### src/rtl/fifo_byte_drain_pkg.sv
// fifo_byte_drain_pkg: FSM encoding and helpers shared by the FIFO byte drain
package fifo_byte_drain_pkg;
  typedef enum logic [1:0] {S_IDLE = 2'd0, S_LOAD = 2'd1, S_EMIT = 2'd2} state_t;
  localparam int DEF_COUNT_WIDTH = 16;
  function automatic int clog2(input int n);
    int r;
    r = 0;
    while ((1 << r) < n) r++;
    return r;
  endfunction
endpackage

### src/rtl/fifo_byte_drain.sv
// fifo_byte_drain: pops words from a non-fallthrough FIFO and serializes them into a byte stream
module fifo_byte_drain
  import fifo_byte_drain_pkg::*;
#(
  parameter int pDATA_WIDTH  = 64,
  parameter bit pMSB_FIRST   = 1'b0,
  parameter int pCOUNT_WIDTH = DEF_COUNT_WIDTH
) (
  input  logic                    clk,
  input  logic                    reset,
  input  logic                    enable,
  input  logic                    flush,
  input  logic                    fifo_empty,
  input  logic                    fifo_underflow,
  output logic                    fifo_ren,
  input  logic [pDATA_WIDTH-1:0]  fifo_rdata,
  output logic                    byte_valid,
  input  logic                    byte_ready,
  output logic [7:0]              byte_data,
  output logic                    byte_last,
  output logic [pCOUNT_WIDTH-1:0] words_read,
  output logic                    error
);
  localparam int P_BYTES = pDATA_WIDTH / 8;
  localparam int P_IDX_W = clog2(P_BYTES) < 1 ? 1 : clog2(P_BYTES);
  state_t                  r_state, w_next;
  logic [pDATA_WIDTH-1:0]  r_shift;
  logic [P_IDX_W-1:0]      r_idx;
  logic [pCOUNT_WIDTH-1:0] r_words;
  logic                    r_error;
  logic                    w_can_pop, w_last, w_hs;
  always_comb begin
    w_can_pop  = enable && !fifo_empty && !flush && !reset;
    w_last     = r_idx == P_IDX_W'(P_BYTES - 1);
    byte_valid = r_state == S_EMIT;
    w_hs       = byte_valid && byte_ready;
    byte_last  = byte_valid && w_last;
    fifo_ren   = w_can_pop && (r_state == S_IDLE || (w_hs && w_last));
    byte_data  = pMSB_FIRST ? r_shift[pDATA_WIDTH-1 -: 8] : r_shift[7:0];
    w_next     = S_IDLE;
    if (!flush)
      w_next = r_state == S_IDLE ? (fifo_ren ? S_LOAD : S_IDLE) :
               r_state == S_LOAD ? S_EMIT :
               (r_state == S_EMIT && !(w_hs && w_last)) ? S_EMIT :
               fifo_ren ? S_LOAD : S_IDLE;
  end
  always_ff @(posedge clk) begin
    if (reset) begin
      r_state <= S_IDLE;
      r_shift <= '0;
      r_idx   <= '0;
      r_words <= '0;
      r_error <= 1'b0;
    end else begin
      r_state <= w_next;
      if (r_state == S_LOAD) begin
        r_shift <= fifo_rdata;
        r_idx   <= '0;
      end else if (w_hs && !w_last) begin
        r_shift <= pMSB_FIRST ? r_shift << 8 : r_shift >> 8;
        r_idx   <= r_idx + 1'b1;
      end
      if (fifo_ren) r_words <= r_words + 1'b1;
      // flush wins over a coincident underflow pulse
      r_error <= flush ? 1'b0 : (fifo_underflow | r_error);
    end
  end
  assign words_read = r_words;
  assign error      = r_error;
endmodule

### config.mk
export PLATFORM = sky130hd
export DESIGN_NAME = fifo_byte_drain
export DESIGN_NICKNAME = d
export VERILOG_FILES = /design/src/rtl/fifo_byte_drain_pkg.sv /design/src/rtl/fifo_byte_drain.sv
export SDC_FILE = /design/constraint.sdc
export NUM_CORES = 1
export LEC_CHECK = 0
export CAP_MARGIN = 20
export CORE_MARGIN = 4
export CORE_UTILIZATION = 30
export CTS_CLUSTER_SIZE = 14
export DETAILED_ROUTE_END_ITERATION = 10
export MAX_ROUTING_LAYER = met4
export SLEW_MARGIN = 5
export SYNTH_ARGS = -nofsm -noshare
export SYNTH_HDL_FRONTEND = slang
export SYNTH_SLANG_ARGS = --single-unit
### constraint.sdc
create_clock -name clk -period 2.4 [get_ports clk]
set_input_delay 0.24 -clock clk [delete_from_list [all_inputs] [get_ports clk]]
set_output_delay 0.24 -clock clk [all_outputs]
set_load 0.01 [all_outputs]
**Word-level counts from Yosys, hierarchy flattened**

Cells that the tools add are included.

- $add $sub $neg: 2
- Equal/unequal tests: 3
- Multiplexer cells: 6
- Bitwise logic cells: 1
- Reductions and logical operators: 19

Operators with widths:

| kind | number |
|---|---|
| two-way mux 64 bit | 2 |
| adder 16 x 1 -> 16 bit (second input constant) | 1 |
| logical AND 1 bit | 9 |
| two-way mux 2 bit | 3 |
| logical NOT 1 bit | 5 |
| OR reduction 2 bit | 2 |
| adder 3 x 1 -> 3 bit (second input constant) | 1 |
| equality test 3 bit (second input constant) | 1 |
| equality test 2 x 1 -> 1 bit (second input constant) | 1 |
| equality test 2 bit (second input constant) | 1 |
| logical NOT 2 bit | 1 |
| nonzero test 2 bit | 1 |
| logical OR 1 bit | 1 |
| two-way mux 1 bit | 1 |
| bitwise OR 1 bit | 1 |

- Register bits: 86
- Input bits: 71
- Output and inout port bits: 28
- Word-level logic and storage cells: 36

**Logic depth before layout (Yosys ltp)**

Gate-level depths: netlist of run 1.

- Word-level depth: 9
- Gate-level depth with buffers: 9
- Depth with buffers taken out: 6

**Least setup slack after synthesis of run 1**

OpenSTA, ideal clock, no wires.

- Path type: register to register
- Start point: reg r_idx[0]
- End point: reg r_shift[14]
- Library setup time: 0.071 ns
- Data arrival time: 2.013 ns
- Data required time: 2.329 ns
- Slack: 0.316 ns
- Stages on the path, launching flop included: 9
- Buffers on the path: 3
- Clock period less this slack: 2.084 ns
- Path through: dfxtp_1 ha_1 ha_1 nor4bb_1 clkbuf_1 buf_1 clkbuf_1 a22oi_1 a21oi_1

- Cells in the longest elaborated chain, start to end: 4

Ends and longest elaborated chain:

| item | line | source |
|---|---|---|
| start: declaration | fifo_byte_drain.sv:28 | `logic [P_IDX_W-1:0] r_idx;` |
| start signal: assignment | fifo_byte_drain.sv:61 | `r_idx <= r_idx + 1'b1;` |
| equality test 3 bit | fifo_byte_drain.sv:34 | `w_last = r_idx == P_IDX_W'(P_BYTES - 1);` |
| logical NOT 1 bit | fifo_byte_drain.sv:59 | `end else if (w_hs && !w_last) begin` |
| logical AND 1 bit | fifo_byte_drain.sv:59 |  |
| nonzero test 2 bit (no source line) | - |  |
| end signal: assignment | fifo_byte_drain.sv:57 | `r_shift <= fifo_rdata;` |
| end signal: assignment | fifo_byte_drain.sv:60 | `r_shift <= pMSB_FIRST ? r_shift << 8 : r_shift >> 8;` |
| end: declaration | fifo_byte_drain.sv:27 | `logic [pDATA_WIDTH-1:0] r_shift;` |

Every way passes these cells.
A chain may end at the register's enable or synchronous reset.

**Final worst setup path of run 1**

- Start point: reg r_idx[0]
- End point: reg r_words[5] (netlist: words_read[5])

- Cells in the longest elaborated chain, start to end: 4

Ends and longest elaborated chain:

| item | line | source |
|---|---|---|
| equality test 3 bit | fifo_byte_drain.sv:34 |  |
| logical AND 1 bit | fifo_byte_drain.sv:38 | `fifo_ren = w_can_pop && (r_state == S_IDLE \|\| (w_hs && w_last));` |
| logical OR 1 bit | fifo_byte_drain.sv:38 |  |
| logical AND 1 bit | fifo_byte_drain.sv:38 |  |
| end signal: assignment | fifo_byte_drain.sv:63 | `if (fifo_ren) r_words <= r_words + 1'b1;` |
| end: declaration | fifo_byte_drain.sv:29 | `logic [pCOUNT_WIDTH-1:0] r_words;` |

Every way passes these cells.

==> results of run 1 <==
-- synth_stat cells (3+ instances only) --
library cell   n  share of area, %
dfxtp_1       86                49
a21oi_1       75                11
nand2_1       71               7.6
a22oi_1       56                12
clkbuf_1      29               3.1
nand3_1       13               1.9
buf_4          8               1.7
nor3_1         7               1.0
nor2_1         6              0.64
o21ai_0        5              0.71
o31ai_1        5               1.1
or3_1          5              0.89
or4_1          5               1.1
mux2i_1        4               1.1
nand4_1        4              0.71
buf_1          3              0.32
ha_1           3               1.1
nor2b_1        3              0.54
xnor2_1        3              0.75
-- worst max-delay path: cells and delay by family, from the launching register on --
family / cells / cell delay [ns]
AO/OA/AOI/OAI: 2 / 0.34
AND/OR/NAND/NOR: 2 / 0.87
buffers and inverters: 1 / 0.18
flip-flops: 1 / 0.35
adder cells (fa/ha/maj): 2 / 0.41
-- metrics by stage --
stage | setup WS [ns] | total power, mW | std cells | area (um2) | utilization (%)
after floorplan | 0.316 | 1.58 | 408 | 3510 | -
after global placement | -0.0837 | 1.73 | 616 | 4570 | 40.0
after detailed placement | -0.109 | 1.73 | 617 | 4590 | 40.2
after CTS | 0.0666 | 3.27 | 633 | 4930 | 43.2
after global routing | 0.0463 | 3.35 | 633 | 4930 | 43.2
final | 0.173 | 3.23 | 633 | 4930 | 43.2
-- what timing repair did --
item                                    4_1_cts  5_1_grt
pin swaps                                     0        1
resized for setup                             2        1
gates cloned                                  0        0
endpoints found under the setup margin        1        1
-- state kept, by name, indices dropped and copies added (netlist names) --
signal and count:
error 1, r_state 2, r_idx 3, r_shift 64, words_read 16
-- cell type report --
cell class,instances,area (um2)
Clock buffer,10,239
Timing Repair Buffer,107,1060
Clock inverter,6,93.8
Tap cell,143,179
Sequential cell,86,1720
Multi-Input combinational cell,281,1640
Fill cell,1155,6490
-- logic make-up after synthesis --
kind of cell / after synthesis / synth area share (%)
adder cells (fa/ha/maj): 3 / 1.07
AND/OR/NAND/NOR: 126 / 17.2
buffers and inverters: 41 / 5.28
flip-flops: 86 / 49.1
multiplexers: 4 / 1.14
XOR/XNOR: 5 / 1.25
AO/OA/AOI/OAI: 143 / 25.0
-- cell usage in the layout (no fill, tap or decap), types with 3 or more instances in the layout --
cell,netlist,layout
a21oi_1,75,75
a22oi_1,56,56
buf_4,8,8
clkbuf_16,0,9
clkdlybuf4s50_1,0,96
dfxtp_1,86,86
mux2i_1,4,4
nand2_1,71,71
nand3_1,13,13
nand4_1,4,4
nor2_1,6,5
nor3_1,7,6
o21ai_0,5,5
o31ai_1,5,5
or3_1,5,5
or4_1,5,5
xnor2_1,3,3
-- power by group --
group | internal [mW] | switching (mW)
registers | 1.45 | 0.0141
clock network | 0.947 | 0.585
logic | 0.139 | 0.0920
total | 2.54 | 0.691
-- worst min-delay path by stage --
stage,from,end,depth (start not counted)
after CTS,reset,r_state[0],3
after detailed placement,r_shift[40],r_shift[40],2
after global placement,r_shift[1],r_shift[1],2
after global routing,reset,r_state[0],3
after floorplan,flush,error,1
final,reset,r_state[0],3
-- layer usage --
metal / part of all wire, % / global-route usage, % / vias up
met1: 47 / 19.3 / 1482
met5: 0 / - / -
met2: 47 / 22.3 / 80
met4: 1.0 / 4.18 / 0
met3: 5.3 / 3.63 / 11
li1: - / - / 1626
==> impl_metrics.csv, run 1 <==
group,metric,value,unit
detailed_routing,viasPerCell,5.05,
detailed_routing,drc_errors,0,
sta,rsz0062_at_grt,"false",
worst_setup_path,critPathMaxStageDelay,0.56,ns
die,die-width,116,um
worst_setup_path,r2r-end,"words_read[5]",
placed_design,dpl.hpwl,6.25,mm
synth,ys_types,33,
worst_setup_path,slowest_stage,"or4_4",
min_path,hold_class,"in -> reg",
worst_setup_path,crit_path_end_kind,"flop",
die,fp.dieH,116,um
synth,syn_avg_cell_area,8.60,um2
worst_setup_path,reg2reg_from,"r_idx[0]",
detailed_routing,wl_per_cell,14.8,um
cts,post_cts_buffers,0,
worst_setup_path,crit_chain,"ha_1 -> ha_2 -> a21boi_0 -> or4_4 -> buf_4 -> or3_1 -> a21oi_1",
finish,layout-drive-gt1-share,6.94,%
cts,cts_hold_buf,0,
cts,numCtsBuffers,9,
synth,synth_cells,408,
cts,clock_latency,0.33,ns
finish,antenna_cells,0,
worst_setup_path,cp.arrival,2.48,ns
placed_design,io_buffers,98,
synth,ys_ff_latch,86,
power,leakagePower,1.60,nW
global_route,grt_first_pass_wirelength,15.3,mm
cts,cts_tree,"done",
global_route,grt_max_degree,86,
synth,syn-num-nets,482,
worst_setup_path,r2r_slack,0.17,ns
sta,max_slew_margin,40.2,%
sta,worst_clock_skew,0.00411,ns
worst_setup_path,reg2reg_depth,7,
cts,clkSinkCount,86,
sta,fin_crit_sh,92.8,%
sta,fin_crit,2.23,ns
power,ir_drop,380,uV
detailed_routing,vias,3199,
global_route,grt.total_usage,14.6,%
placed_design,place_congestion,0.743,
worst_setup_path,path_class,"reg -> reg",
power,powerDensity,655,nW/um2
detailed_routing,antenna_left,0,
cts,htree_levels,3,
die,start_util,30.7,%
worst_setup_path,crit_end,"words_read[5]",
flow_run,cap_violations,0,
sta,fmax,449,MHz
detailed_routing,wirelength,9.39,mm
sta,hold_violations,0,
die,io_pins,99,
die,dieArea,13500,um2
synth,ys.warnings.count,0,
finish,nets,559,
global_route,antenna_found_initial,0,
cts,clockBufferDepth,2,
detailed_routing,drtIter0Drc,264,
worst_setup_path,crit_required,2.66,ns
detailed_routing,dr.pass1.iters,4,
sta,tightest_slew,0.898,ns
worst_setup_path,crit_fanout,7,
sta,fin_hold_ws,0.272,ns
cts,clk_pin_slew,0.06,ns
synth,synth_area,3510,um2
finish,area_delta_synth_final,40.5,%
die,core-area,11400,um2
synth,synth-async-reset-ratio,0,%
worst_setup_path,startpoint,"r_idx[0]",
cts,cts-root-buf,"clkbuf_16",
global_route,grt_pass1_vias,3075,
synth,synth_ff_type,"dfxtp_1",
synth,synth-edff-count,0,
status,status,"complete, no violations",
sta,tns,0,ns
die,rows,39,
synth,ys_seq_area_share,49.1,%
sta,maxSlewViolCount,0,
sta,setup_violations,0,
global_route,grt-ovfl-total,0,
worst_setup_path,cp-start-kind,"flop",
No activity file was read; power rests on OpenSTA's default activity.
==> inputs of run 2 (changes only) <==
--- a/config.mk
+++ b/config.mk
@@ -7,11 +7,11 @@
 export LEC_CHECK = 0
 export CAP_MARGIN = 20
 export CORE_MARGIN = 4
-export CORE_UTILIZATION = 30
+export CORE_UTILIZATION = 36
 export CTS_CLUSTER_SIZE = 14
 export DETAILED_ROUTE_END_ITERATION = 10
 export MAX_ROUTING_LAYER = met4
-export SLEW_MARGIN = 5
+export SLEW_MARGIN = 20
 export SYNTH_ARGS = -nofsm -noshare
 export SYNTH_HDL_FRONTEND = slang
 export SYNTH_SLANG_ARGS = --single-unit
==> run 2 against run 1 <==
Final cell count is 1.6% lower. Sequential share of layout area is 0.56 points higher. Critical endpoint is now fifo_ren. First-iteration DRC count is 39% lower. Largest power group is now sequential cells.
==> impl_metrics.csv, run 2 (synthesized netlist as in run 1, its figures left out) <==
group,metric,value,unit
finish,regMostFlops,"r_shift",
die,dieArea,11400,um2
min_path,hold-path-cell-count,3,
cts,clockBufferDepth,2,
finish,antenna_cells,0,
sta,maxSlewViolCount,0,
sta,fin_crit,2.26,ns
min_path,hold_class,"in -> reg",
worst_setup_path,path_class,"in -> out",
sta,fin_ws,0.138,ns
global_route,grt-ovfl-total,0,
die,rows,35,
detailed_routing,wirelength,8.93,mm
power,finalPower,2.82,mW
cts,cts_tree,"done",
worst_setup_path,slowest_stage,"or4b_4",
worst_setup_path,cp_common_cell,"clkdlybuf4s50_1",
die,start_util,37.4,%
worst_setup_path,crit_family,"buffers and inverters",
sta,max_slew_margin,40.3,%
worst_setup_path,r2r_slack,0.32,ns
worst_setup_path,crit_fanout,3,
placed_design,io_buffers,98,
worst_setup_path,cp.arrival,2.02,ns
worst_setup_path,cp-start-kind,"input port",
worst_setup_path,crit_required,2.16,ns
finish,largest_reg_flops,64,
detailed_routing,dr.pass1.iters,4,
cts,htree_levels,3,
placed_design,place_ws,-0.139,ns
power,leakagePower,1.56,nW
detailed_routing,drc_errors,0,
die,die-width,107,um
worst_setup_path,reg2reg_depth,7,
min_path,min_to,"r_state[0]",
cts,clk_pin_slew,0.08,ns
sta,tns,0,ns
detailed_routing,met1_length,4.17,mm
sta,rsz0062_at_grt,"false",
detailed_routing,wl_met3,643,um
detailed_routing,drtIter0Drc,161,
detailed_routing,viasPerCell,5.14,
worst_setup_path,cp.depth,4,
detailed_routing,vias,3200,
finish,layout-drive-gt1-share,7.29,%
worst_setup_path,crit_path_end_kind,"output port",
detailed_routing,antenna_left,0,
worst_setup_path,crit_chain,"clkdlybuf4s50_1 -> or4b_4 -> nor3_2 -> clkdlybuf4s50_1",
finish,final_common_cell,"clkdlybuf4s50_1",
cts,cts_hold_buf,0,
detailed_routing,wl_per_cell,14.3,um
cts,clkSinkCount,86,
placed_design,dpl.hpwl,5.98,mm
sta,worst_clock_skew,0.00949,ns
flow_run,cap_violations,0,
placed_design,postPlaceCellArea,4630,um2
min_path,worstHoldStart,"reset",
detailed_routing,top_layer_used,"met4",
worst_setup_path,r2r-end,"r_idx[2]",
worst_setup_path,critPathMaxStageDelay,0.57,ns
power,powerDensity,581,nW/um2
sta,fin_crit_sh,94.3,%
status,status,"complete, no violations",
sta,setup_violations,0,
power,ir_drop,423,uV
finish,fill_cells,948,
cts,numCtsBuffers,9,
finish,final_util,51.8,%
die,io_pins,99,
worst_setup_path,reg2reg_from,"r_idx[0]",
cts,clock_latency,0.35,ns
sta,hold_violations,0,
finish,design_area,4850,um2
finish,mostFrequentLayoutCells,"97 x clkdlybuf4s50_1, 86 x dfxtp_1, 75 x a21oi_1",
sta,fmax,442,MHz
global_route,grt_pass1_vias,3049,
detailed_routing,met2_length,4.05,mm
worst_setup_path,path_buf_inv,2,
global_route,grt.total_usage,15.9,%
placed_design,place_congestion,0.745,
finish,area_delta_synth_final,38.3,%
global_route,antenna_found_initial,0,
sta,tightest_slew,0.896,ns
die,fp.dieH,107,um
global_route,grt_first_pass_wirelength,14.5,mm
cts,cts-root-buf,"clkbuf_8",
global_route,grt_max_degree,86,
finish,nets,563,
die,core-area,9370,um2
==> run 2: repair_timing <==
action,in CTS,in global routing
gates resized for setup,0,2
buffers inserted,0,0
endpoints found under the setup margin,0,1
==> run 2: worst max-delay path by stage <==
stage,startpoint,to
after floorplan,r_idx[0],r_shift[14]
final,fifo_empty,fifo_ren
after global placement,fifo_empty,words_read[7]
after detailed placement,fifo_empty,words_read[15]
after CTS,fifo_empty,fifo_ren
after global routing,fifo_empty,fifo_ren
==> run 2: layout make-up <==
| type | instances | area [um2] | area share (%) |
|---|---|---|---|
| flip-flops and latches | 86 | 1720 | 35.5 |
| multi-input cells | 281 | 1640 | 33.7 |
| repair buffers | 111 | 1110 | 22.9 |
| well taps | 129 | 161 | 3.33 |
| clock buffers | 11 | 141 | 2.91 |
| clock inverters | 5 | 81.3 | 1.68 |
==> run 2: layer usage <==
layer  track usage [%]  vias up
met5                 -        -
met2              23.7       92
met4              3.29        0
met3              5.60        5
li1                  -     1626
met1              21.0     1477
==> run 2: worst min-delay path: stages <==
cell and delay, ns:
buf_2 0.11, or4b_4 0.14, nor3_1 0.04
==> run 2: through the flow <==
step	std cells	hold slack, ns
after floorplan	408	0.319
after global placement	607	0.443
after CTS	623	0.202
final	623	0.235
after global routing	623	0.234
after detailed placement	607	0.448
==> run 2: power breakdown <==
part	internal (mW)	switching, mW
registers	1.45	0.0142
logic	0.143	0.0909
clock network	0.617	0.505
